## src/rtl/dmem_arbiter_if.sv

```systemverilog
// Per-requester bus into the data-memory arbiter: request fields in,
// grant and one-cycle-later response out.
interface dmem_arbiter_if #(
  parameter int DATA_WIDTH = 32
);
  logic                  req;
  logic                  we;
  logic [DATA_WIDTH-1:0] addr;
  logic [2:0]            ctrl;
  logic [DATA_WIDTH-1:0] wdata;
  logic                  gnt;
  logic                  rvalid;
  logic [DATA_WIDTH-1:0] rdata;
  logic                  err;

  modport master (
    output req, we, addr, ctrl, wdata,
    input  gnt, rvalid, rdata, err
  );

  modport slave (
    input  req, we, addr, ctrl, wdata,
    output gnt, rvalid, rdata, err
  );
endinterface

```

## src/rtl/dmem_arbiter.sv

```systemverilog
// Two-port round-robin arbiter in front of a single-ported data memory.
// Misaligned/illegal accesses are consumed with an error response, never written.
module dmem_arbiter #(
  parameter int DATA_WIDTH = 32,
  parameter int ADDR_BITS  = 17
) (
  input  logic                  clk,
  input  logic                  rst,
  dmem_arbiter_if.slave         port0,
  dmem_arbiter_if.slave         port1,
  output logic [DATA_WIDTH-1:0] mem_a,
  output logic                  mem_we,
  output logic [2:0]            mem_ctrl,
  output logic [DATA_WIDTH-1:0] mem_wd,
  input  logic [DATA_WIDTH-1:0] mem_rd
);

  function automatic logic bad_access(input logic [2:0] ctrl, input logic [1:0] lo);
    logic bad;
    case (ctrl[1:0])
      2'b00:   bad = 1'b0;
      2'b01:   bad = lo[0];
      2'b10:   bad = (lo != 2'b00);
      default: bad = 1'b1;
    endcase
    return bad;
  endfunction

  logic                  last_gnt_r;
  logic                  gnt0_s;
  logic                  gnt1_s;
  logic                  bad0_s;
  logic                  bad1_s;
  logic                  rvalid0_r;
  logic                  rvalid1_r;
  logic                  err0_r;
  logic                  err1_r;
  logic [DATA_WIDTH-1:0] rdata0_r;
  logic [DATA_WIDTH-1:0] rdata1_r;

  assign bad0_s = bad_access(port0.ctrl, port0.addr[1:0]);
  assign bad1_s = bad_access(port1.ctrl, port1.addr[1:0]);

  // Grant selection; on a tie the port not granted last wins.
  always_comb begin
    gnt0_s = 1'b0;
    gnt1_s = 1'b0;
    if (rst) begin
      gnt0_s = 1'b0;
      gnt1_s = 1'b0;
    end else if (port0.req && (!port1.req || last_gnt_r)) begin
      gnt0_s = 1'b1;
    end else if (port1.req) begin
      gnt1_s = 1'b1;
    end else begin
      gnt0_s = 1'b0;
      gnt1_s = 1'b0;
    end
  end

  // Memory port mux: mirrors the granted requester, zero when idle.
  always_comb begin
    mem_a    = '0;
    mem_we   = 1'b0;
    mem_ctrl = 3'b000;
    mem_wd   = '0;
    if (gnt0_s) begin
      mem_a    = {port0.addr[DATA_WIDTH-1:ADDR_BITS], port0.addr[ADDR_BITS-1:0]};
      mem_we   = port0.we && !bad0_s;
      mem_ctrl = port0.ctrl;
      mem_wd   = port0.wdata;
    end else if (gnt1_s) begin
      mem_a    = {port1.addr[DATA_WIDTH-1:ADDR_BITS], port1.addr[ADDR_BITS-1:0]};
      mem_we   = port1.we && !bad1_s;
      mem_ctrl = port1.ctrl;
      mem_wd   = port1.wdata;
    end else begin
      mem_a    = '0;
      mem_we   = 1'b0;
      mem_ctrl = 3'b000;
      mem_wd   = '0;
    end
  end

  // Round-robin history and one-cycle response registers.
  always_ff @(posedge clk) begin
    if (rst) begin
      last_gnt_r <= 1'b1;
      rvalid0_r  <= 1'b0;
      rvalid1_r  <= 1'b0;
      err0_r     <= 1'b0;
      err1_r     <= 1'b0;
      rdata0_r   <= '0;
      rdata1_r   <= '0;
    end else begin
      if (gnt0_s) begin
        last_gnt_r <= 1'b0;
      end else if (gnt1_s) begin
        last_gnt_r <= 1'b1;
      end else begin
        last_gnt_r <= last_gnt_r;
      end
      rvalid0_r <= gnt0_s;
      rvalid1_r <= gnt1_s;
      err0_r    <= gnt0_s && bad0_s;
      err1_r    <= gnt1_s && bad1_s;
      rdata0_r  <= (gnt0_s && !port0.we && !bad0_s) ? mem_rd : '0;
      rdata1_r  <= (gnt1_s && !port1.we && !bad1_s) ? mem_rd : '0;
    end
  end

  // Responses are masked while reset is held so a grant right before reset is dropped.
  assign port0.gnt    = gnt0_s;
  assign port1.gnt    = gnt1_s;
  assign port0.rvalid = rvalid0_r && !rst;
  assign port1.rvalid = rvalid1_r && !rst;
  assign port0.err    = err0_r && !rst;
  assign port1.err    = err1_r && !rst;
  assign port0.rdata  = rst ? '0 : rdata0_r;
  assign port1.rdata  = rst ? '0 : rdata1_r;

endmodule

```

## src/flat_wrapper.sv

```systemverilog
// flat-port wrapper written by rule: the top's interface ports become plain ports
module dmem_arbiter_flat 
#(
  parameter int DATA_WIDTH = 32,
  parameter int ADDR_BITS  = 17
)
  (clk, rst, mem_a, mem_we, mem_ctrl, mem_wd, mem_rd, port0_req, port0_we, port0_addr, port0_ctrl, port0_wdata, port0_gnt, port0_rvalid, port0_rdata, port0_err, port1_req, port1_we, port1_addr, port1_ctrl, port1_wdata, port1_gnt, port1_rvalid, port1_rdata, port1_err);
  dmem_arbiter_if #(.DATA_WIDTH(DATA_WIDTH)) port0_i ();
  dmem_arbiter_if #(.DATA_WIDTH(DATA_WIDTH)) port1_i ();
  input  logic clk;
  input  logic rst;
  output logic [DATA_WIDTH-1:0] mem_a;
  output logic mem_we;
  output logic [2:0] mem_ctrl;
  output logic [DATA_WIDTH-1:0] mem_wd;
  input  logic [DATA_WIDTH-1:0] mem_rd;
  input wire logic [$bits(port0_i.req)-1:0] port0_req;
  input wire logic [$bits(port0_i.we)-1:0] port0_we;
  input wire logic [$bits(port0_i.addr)-1:0] port0_addr;
  input wire logic [$bits(port0_i.ctrl)-1:0] port0_ctrl;
  input wire logic [$bits(port0_i.wdata)-1:0] port0_wdata;
  output wire logic [$bits(port0_i.gnt)-1:0] port0_gnt;
  output wire logic [$bits(port0_i.rvalid)-1:0] port0_rvalid;
  output wire logic [$bits(port0_i.rdata)-1:0] port0_rdata;
  output wire logic [$bits(port0_i.err)-1:0] port0_err;
  input wire logic [$bits(port1_i.req)-1:0] port1_req;
  input wire logic [$bits(port1_i.we)-1:0] port1_we;
  input wire logic [$bits(port1_i.addr)-1:0] port1_addr;
  input wire logic [$bits(port1_i.ctrl)-1:0] port1_ctrl;
  input wire logic [$bits(port1_i.wdata)-1:0] port1_wdata;
  output wire logic [$bits(port1_i.gnt)-1:0] port1_gnt;
  output wire logic [$bits(port1_i.rvalid)-1:0] port1_rvalid;
  output wire logic [$bits(port1_i.rdata)-1:0] port1_rdata;
  output wire logic [$bits(port1_i.err)-1:0] port1_err;
  assign port0_i.req = port0_req;
  assign port0_i.we = port0_we;
  assign port0_i.addr = port0_addr;
  assign port0_i.ctrl = port0_ctrl;
  assign port0_i.wdata = port0_wdata;
  assign port0_gnt = port0_i.gnt;
  assign port0_rvalid = port0_i.rvalid;
  assign port0_rdata = port0_i.rdata;
  assign port0_err = port0_i.err;
  assign port1_i.req = port1_req;
  assign port1_i.we = port1_we;
  assign port1_i.addr = port1_addr;
  assign port1_i.ctrl = port1_ctrl;
  assign port1_i.wdata = port1_wdata;
  assign port1_gnt = port1_i.gnt;
  assign port1_rvalid = port1_i.rvalid;
  assign port1_rdata = port1_i.rdata;
  assign port1_err = port1_i.err;
  dmem_arbiter #(.DATA_WIDTH(DATA_WIDTH), .ADDR_BITS(ADDR_BITS)) u_core (.clk(clk), .rst(rst), .port0(port0_i), .port1(port1_i), .mem_a(mem_a), .mem_we(mem_we), .mem_ctrl(mem_ctrl), .mem_wd(mem_wd), .mem_rd(mem_rd));
endmodule
```

## config.mk

```make
export PLATFORM = sky130hd
export DESIGN_NAME = dmem_arbiter_flat
export DESIGN_NICKNAME = d
export VERILOG_FILES = /design/src/rtl/dmem_arbiter_if.sv /design/src/rtl/dmem_arbiter.sv /design/src/flat_wrapper.sv
export SDC_FILE = /design/constraint.sdc
export NUM_CORES = 1
export LEC_CHECK = 0
export ABC_AREA = 1
export BUFFER_PORTS_ARGS = -buffer_cell sky130_fd_sc_hd__buf_2
export CAP_MARGIN = 20
export CORE_AREA = 5 5 118 120
export CTS_BUF_LIST = sky130_fd_sc_hd__clkbuf_4
export CTS_CLUSTER_SIZE = 16
export DETAILED_ROUTE_END_ITERATION = 6
export DIE_AREA = 0 0 123 125
export SETUP_SLACK_MARGIN = 0.05
export SLEW_MARGIN = 5
export SYNTH_ARGS = -nofsm -noshare
export SYNTH_HDL_FRONTEND = slang
export SYNTH_SLANG_ARGS = --single-unit
```

## constraint.sdc

```tcl
create_clock -name clk -period 4.8 [get_ports clk]
set_clock_uncertainty 0.15 [all_clocks]
set_input_delay 1.2 -clock clk [delete_from_list [all_inputs] [get_ports clk]]
set_output_delay 1.2 -clock clk [all_outputs]
set_load 0.01 [all_outputs]
```

==> impl_metrics.toml <==
[timing]
worst_slack_ps = 842.7
report.final.slew_viol_count = 0
finalCriticalPeriod_ps = 3957
period_share_pct = 82.44
setup-violations-final = 0
slew_headroom_pct = 54.82
finalSetupTns_ps = 0
rsz0062_at_grt = "no"
whs_ps = 367.9
hold_violations = 0
tightest_slew_ps = 677.7
fmax_ghz = 0.2527

[cells_and_area]
final_nets = 1034
fill_cells = 1469
area_delta_synth_final_pct = 54.50
layout-drive-gt1-share_pct = 38.87
final_core_util_pct = 40.55

[drt]
ant_nets = 0
routed_wl_um = 13780
drc = 0
wire_per_inst_um = 13.20
dr.pass1.iters = 4
first_iter_violations = 258
via_per_inst = 4.043
vias = 4221

[pwr]
p_leak_nw = 3.217
ir_worst_vdd_uv = 103.2
powerDensity_mw_per_mm2 = 246.5
power.total_w = 0.001287

[critical_path]
endpoint_kind = "output port"
cp_cell_sequence = "buf_2 -> nand2_1 -> nand3_4 -> inv_2 -> buf_4 -> nand2_1 -> nand2_1 -> buf_2"
crit_family = "buffers and inverters"
criticalPathCategory = "in -> out"
critPathSlowestCell = "inv_2"
slowest_delay_ps = 480
required_ps = 3450
critPathMostFrequentCell = "nand2_1"
worstPathMaxFanout = 40
crit_arrival_ps = 2610
cp-start-kind = "primary input"
path_buf_inv = 4

[placement]
place_ws_ps = 813.4
routabilityCongestion = 1.035
place_hpwl_um = 11170
io_buffers = 309

[yosys]
async_flop_share_pct = 0
ys_seq_elements = 69
ys.flop_type = "dfxtp_1"
syn-cell-area_mm2 = 0.003379
synth_cell_types = 20
yosys_warnings = 0
syn_inst = 566
synth.net_count = 738
synth.area.top_cells = "dfxtp_1, nand2_1, inv_1"
ys_top_cells_by_count = "nand2_1, inv_1, nor2_1, dfxtp_1, nor3_1"
syn_area_per_cell_um2 = 5.971
synth_edf_count = 0
yosys.area.top_type = "dfxtp_1"
synth_top_area_share_pct = 40.87
synth_most_common_cell = "nand2_1"
ys_seq_area_share_pct = 40.87

[global_routing]
grt_pass1_wl_um = 21070
grt-busiest-layer = "met2"
met1_usage_pct = 22.71
antenna_found_initial = 2
grt_use_met2_pct = 28.47
grtUsageMet3_pct = 4.697
grt_pass1_vias = 3970
grt_max_degree = 69
grt_overflow_total = 0
grt_usage_pct = 17.42

[die]
die_y_um = 125
io_pins = 310
core-area_mm2 = 0.01287
die_area_mm2 = 0.01538
die_x_um = 123
initial_core_util_pct = 26.25
std_cell_rows = 42

[cts]
cts_buffer_depth = 2
cts_root_buf = "clkbuf_4"
cts_tree = "built"
clk_pin_slew_ps = 110
postCtsSetupBuffers = 0
cts_resized = 0
cts_made_buffers = 9
holdBufCountCts = 0
htree_levels = 3
insertion_delay_ps = 390
numClockSinks = 69

[outcome]
status = "complete, no violations"

[worst_hold_path]
min_path_type = "reg -> reg"

[flow_run]
drv_cap = 0
## cell families (layout without fill, tap and decap cells)
| group | count (synthesis) | count (layout) | synth area share (%) |
|---|---|---|---|
| DFF | 69 | 69 | 40.87 |
| and+or+nand+nor | 342 | 342 | 39.95 |
| AOI/OAI and AO/OA | 8 | 8 | 1.370 |
| other | 0 | 1 | 0 |
| buffers and inverters | 147 | 448 | 17.81 |
## registers in the layout, indices dropped and copies added, names as in the netlist
register / cells
u_core.err0_r: 1
u_core.rvalid1_r: 1
u_core.last_gnt_r: 1
u_core.rdata1_r: 32
u_core.rvalid0_r: 1
u_core.rdata0_r: 32
u_core.err1_r: 1
## tightest hold or removal path: stages (launching register included)
cell,delay (ps)
dfxtp_1,330
inv_1,70
o211ai_1,80
## per-layer routing
metal,up-vias,routed length [um]
met2,179,6552
met3,17,1138
li1,2205,-
met5,-,7
met4,2,175
met1,1818,5911
## cell usage in the layout (no fill, tap or decap), drive strengths merged
master and n:
nor3 32, clkinv 2, o211ai 1, diode 1, clkbuf 10, inv 117
o22ai 3, nand3 5, nand4 1, bufinv 2, nor2 104, clkinvlp 1
buf 316, dfxtp 69, nand2 200, o21ai 4
## final cells by class
cell class	count	area [um^2]	area share [%]
clock inverters	6	96.34	1.845
flip-flops and latches	69	1381	26.46
well taps	176	220.2	4.218
repair buffers	316	1612	30.87
clock buffers	10	75.07	1.438
diodes	1	2.502	0.04793
multi-input cells	350	1396	26.74
inverters	116	437.9	8.387
## path summary, 6_finish.rpt
| path | startpoint | end | slack (ps) | depth (start not counted) |
|---|---|---|---|---|
| setup / recovery | port0_req | mem_wd[16] | 840 | 8 |
| hold / removal | u_core.last_gnt_r | u_core.last_gnt_r | 370 | 2 |
| setup reg to reg | u_core.last_gnt_r | u_core.rdata1_r[18] | 3430 | 6 |
| hold reg to reg | u_core.last_gnt_r | u_core.last_gnt_r | 370 | 2 |
## metrics by stage
stage                     cells  cell area, um^2
after floorplan             566             3379
after global placement     1027             5047
after detailed placement   1027             5047
after CTS                  1043             5219
after global routing       1044             5221
final                      1044             5221
## where the power goes
group,leakage (nW),internal (W),total (W),switching [W]
clock network,0.0887,0.000223,0.000450,0.000227
logic,2.57,0.000107,0.000253,0.000145
registers,0.558,0.000582,0.000585,0.00000245
Note: power is estimated with default switching activity, not from simulation.
